## src/rtl/prog_timer.sv

```systemverilog
// Programmable up/down timer with tick prescaler, parallel load, one-shot or
// auto-reload operation and a sticky expiry state.
module prog_timer #(
  parameter int WIDTH      = 8,
  parameter int PRESCALE_W = 4
) (
  input  logic                  clk,
  input  logic                  rst,
  input  logic                  enable,
  input  logic                  up0_dn1,
  input  logic                  clear,
  input  logic                  load,
  input  logic [WIDTH-1:0]      load_value,
  input  logic [WIDTH-1:0]      term_value,
  input  logic                  auto_reload,
  input  logic [PRESCALE_W-1:0] prescale_div,
  output logic [WIDTH-1:0]      count,
  output logic                  done,
  output logic                  expired,
  output logic                  running
);

  localparam logic [WIDTH-1:0]      CNT_ONE = WIDTH'(1);
  localparam logic [PRESCALE_W-1:0] PRE_ONE = PRESCALE_W'(1);

  typedef enum logic [1:0] {
    ST_IDLE,
    ST_RUN,
    ST_EXPIRED
  } state_e;

  state_e                  state_q, state_d;
  logic [WIDTH-1:0]        count_q, count_d;
  logic [PRESCALE_W-1:0]   presc_q, presc_d;
  logic                    done_q, done_d;
  logic [WIDTH-1:0]        terminal;
  logic [WIDTH-1:0]        reload_val;
  logic [WIDTH-1:0]        stepped;

  always_comb begin
    terminal   = up0_dn1 ? '0 : term_value;
    reload_val = up0_dn1 ? term_value : '0;
    stepped    = up0_dn1 ? (count_q - CNT_ONE) : (count_q + CNT_ONE);

    state_d = state_q;
    count_d = count_q;
    presc_d = presc_q;
    done_d  = 1'b0;

    if (clear) begin
      count_d = '0;
      presc_d = '0;
      state_d = enable ? ST_RUN : ST_IDLE;
    end else if (load) begin
      count_d = load_value;
      presc_d = '0;
      state_d = enable ? ST_RUN : ST_IDLE;
    end else begin
      case (state_q)
        ST_IDLE: begin
          if (enable) state_d = ST_RUN;
        end
        ST_RUN: begin
          if (!enable) begin
            state_d = ST_IDLE;
          end else if (presc_q != prescale_div) begin
            presc_d = presc_q + PRE_ONE;
          end else begin
            presc_d = '0;
            // Sitting on the terminal with auto-reload restarts the period silently.
            if ((count_q == terminal) && auto_reload) begin
              count_d = reload_val;
            end else begin
              count_d = stepped;
              if (stepped == terminal) begin
                done_d = 1'b1;
                if (!auto_reload) state_d = ST_EXPIRED;
              end
            end
          end
        end
        default: ;
      endcase
    end
  end

  always_ff @(posedge clk) begin
    if (rst) begin
      state_q <= ST_IDLE;
      count_q <= '0;
      presc_q <= '0;
      done_q  <= 1'b0;
    end else begin
      state_q <= state_d;
      count_q <= count_d;
      presc_q <= presc_d;
      done_q  <= done_d;
    end
  end

  assign count   = count_q;
  assign done    = done_q;
  assign expired = (state_q == ST_EXPIRED);
  assign running = (state_q == ST_RUN);

endmodule
```

## config.mk

```make
export PLATFORM = sky130hd
export DESIGN_NAME = prog_timer
export DESIGN_NICKNAME = d
export VERILOG_FILES = /design/src/rtl/prog_timer.sv
export SDC_FILE = /design/constraint.sdc
export NUM_CORES = 1
export LEC_CHECK = 0
export CORE_MARGIN = 2
export CORE_UTILIZATION = 50
export CTS_CLUSTER_SIZE = 8
export DETAILED_ROUTE_END_ITERATION = 16
export DONT_BUFFER_PORTS = 1
export GPL_TIMING_DRIVEN = 0
export MAX_ROUTING_LAYER = met4
export PLACE_DENSITY = 0.68
export SYNTH_ARGS = -nofsm -noshare
export SYNTH_HDL_FRONTEND = slang
export SYNTH_SLANG_ARGS = --single-unit
```

## constraint.sdc

```tcl
create_clock -name clk -period 2.7 [get_ports clk]
set_input_delay 0 -clock clk [delete_from_list [all_inputs] [get_ports clk]]
set_output_delay 0 -clock clk [all_outputs]
set_load 0.005 [all_outputs]
```

==> reports/metrics.csv <==
metric,value,unit
status,"finished, final reports clean",
CTS Buffer Depth,2,
antenna violations before repair,0,
Initial Utilization,0.516,
root buf cell,clkbuf_4,
crit path DAT,2790,ps
Min-Delay Path Class,primary input to register,
clk sinks,15,
fin cells,261,
largest net degree at the start of global routing,13,
max-slew violations,0,
RSZ-0062 raised after global routing,true,
clk slew on worst S/H paths,100,ps
worst-path fanout max,6,
layout cells sized above 1,0.132,
Tcrit/Tclk final,0.961,
CTS Buf Count,3,
nets,264,
Synth top cells by count,"26 x nor2_1, 17 x a21oi_1, 17 x nand2_1",
CP cell instances,fa_2 > a21o_1 > a311o_2 > nand3_2 > mux2i_1 > a41oi_2 > or4_4 > o21a_1,
total negative slack,0,ps
Max Fclk,386,MHz
Final ANT Viol Nets,0,
max-cap viol count,0,
"EDFF count, synth",0,
drt initial violations,110,
GRT Total Usage,0.275,
Post-DP HPWL,3260,µm
Yosys top cell by area,dfxtp_1,
area of the die,3560,µm²
Period minus WS final,2590,ps
critical path depth,8,
Syn Nets,240,
Reg2Reg Depth,8,
Synth Flop Type,dfxtp_1,
gpl congestion,0.868,
# rows,20,
critical path's slowest cell,or4_4,
YS warnings,0,
H-tree depth,1,
ANT cells,0,
vias per inst,6.23,
FF/Latch Area,312,µm²
area grow syn2layout,21.5,%
WHS Path Cells,4,
multi-input logic area,1230,µm²
CTS tree,done,
final wirelength,4460,µm
Clock Latency Late Sink,300,ps
via count,1625,
drt pass-1 iters,4,
worst slew pin tran,472,ps
Static Leak,0.000744,µW
I/O Pins,38,
first-pass GRT wire length,7250,µm
worst stage delay on the critical path,500,ps
Synth cell types,49,
most common cell in the netlist,nor2_1,
Setup crit end kind,register,
GRT overflow,0,
power density over the cells,319,nW/µm²
Layout fillers,275,
final count of hold timing violations,0,
share of the synthesized area in the top cell type,0.194,
placed insts,238,
"delay-heaviest family, CP",compound AO/OA/AOI/OAI gates,
core area,3000,µm²
synthesis-stage register bit count,15,
Die X,59.7,µm
worst vdd ir,204,µV
dpl ws,-83.3,ps
wire length per cell,17.1,µm
vias in the first global route,1568,
drc violations,0,
async set-reset flop share out of synthesis,0,
Die Height,59.7,µm
Worst Setup Start Kind,register,
register area share after synthesis,0.194,
Syn Std Cell Area,1550,µm²
worst setup margin,107,ps
overall power,600,µW
"Req. time, crit path",2900,ps
Port Buffer Count,0,
final number of setup-violating endpoints,0,
syn avg cell area,7.56,µm²
largest cells by area after synthesis,"dfxtp_1 19%, nor2_1 6.3%, xnor2_1 6.2%, ha_1 5.6%, a21oi_1 5.5%",
cells after synthesis,205,
Final Skew,9.91,ps
slew margin rel.,0.683,
Setup CP Type,register to register,
CP bufs+invs,0,
what timing repair did:
item,in CTS,in global routing
endpoints found under the setup margin,1,5
gates resized for setup,4,17
endpoints found under the hold margin,10,0
hold buffers,16,0
pin swaps,0,11
buffers inserted,0,3
worst paths after layout:
| kind | from | to | slack [ps] |
|---|---|---|---|
| worst max-delay path | count[1]$_SDFFE_PP0P_ | state_q[0]$_SDFFE_PP0P_ | 110 |
| worst min-delay path | term_value[4] | count[4]$_SDFFE_PP0P_ | 3 |
| worst max register to register | count[1]$_SDFFE_PP0P_ | state_q[0]$_SDFFE_PP0P_ | 110 |
| worst min register to register | state_q[1]$_SDFFE_PP0P_ | state_q[1]$_SDFFE_PP0P_ | 540 |
routing by layer:
| metal | share of wire | global-route usage | up-vias |
|---|---|---|---|
| met5 | 0 | - | - |
| met4 | 0.022 | 0.108 | 0 |
| met3 | 0.043 | 0.0303 | 10 |
| met2 | 0.53 | 0.474 | 45 |
| met1 | 0.41 | 0.325 | 762 |
| li1 | - | - | 808 |
power by group:
part	leakage (µW)	total (µW)	internal [µW]	switching, µW
Combinational	0.000601	230	113	117
Sequential	0.000125	237	226	11.2
Clock	0.0000177	132	55.3	77.0
final cells by class:
class	count	area share
Buffer	11	0.0326
Clock buffer	3	0.0120
Clock inverter	1	0.00266
Inverter	8	0.0159
Multi-Input combinational cell	171	0.652
Sequential cell	15	0.165
Tap cell	33	0.0219
Timing Repair Buffer	19	0.0970
metrics by stage:
stage	area, µm²	hold slack (ps)	utilization
3_3_place_gp	1590	167	0.530
4_1_cts	1790	2.26	0.595
3_5_place_dp	1590	183	0.530
2_1_floorplan	1550	155	-
6_report	1880	2.80	0.627
5_1_grt	1880	50.6	0.627
cells in the final DEF (no fill, tap or decap), drive strengths merged, types with 2 or more instances in the layout:
cell type	netlist	layout
xor2	7	7
mux2i	8	8
nand2b	2	2
or2	2	2
nor2b	7	7
nor4	4	4
o32ai	4	4
and2	2	2
buf	3	5
nor4bb	3	3
nand2	17	17
nand4	4	4
a222oi	2	2
and3	2	2
xnor2	11	11
dfxtp	15	15
a2111o	2	2
a21oi	17	17
o21ai	4	4
a21o	3	3
nor3	3	3
ha	7	7
a22oi	3	3
o221ai	6	6
nor2	26	26
a31oi	4	4
clkbuf	8	12
inv	8	8
nand3	4	4
or4	2	2
dlygate4sd3	0	16
worst reg2reg max path: cells and delay by family (launching register included):
| kind | cells | cell delay [ps] |
|---|---|---|
| adders and majority gates | 1 | 380 |
| AOI/OAI and AO/OA | 4 | 890 |
| and+or+nand+nor | 2 | 640 |
| muxes | 1 | 240 |
| DFF | 1 | 370 |
kinds of logic after synthesis:
kind of cell,after synthesis,share of synthesized area
multiplexers,8,0.0517
XOR/XNOR,18,0.102
AO/OA/AOI/OAI,55,0.257
adder cells (fa/ha/maj),8,0.0694
flip-flops,15,0.194
buffers and inverters,19,0.0533
AND/OR/NAND/NOR,82,0.274
sequential cells by signal, indices dropped and copies added (netlist names):
register,count
done,1
count,8
state_q,2
presc_q,4
No activity file was read; power rests on OpenSTA's default activity.
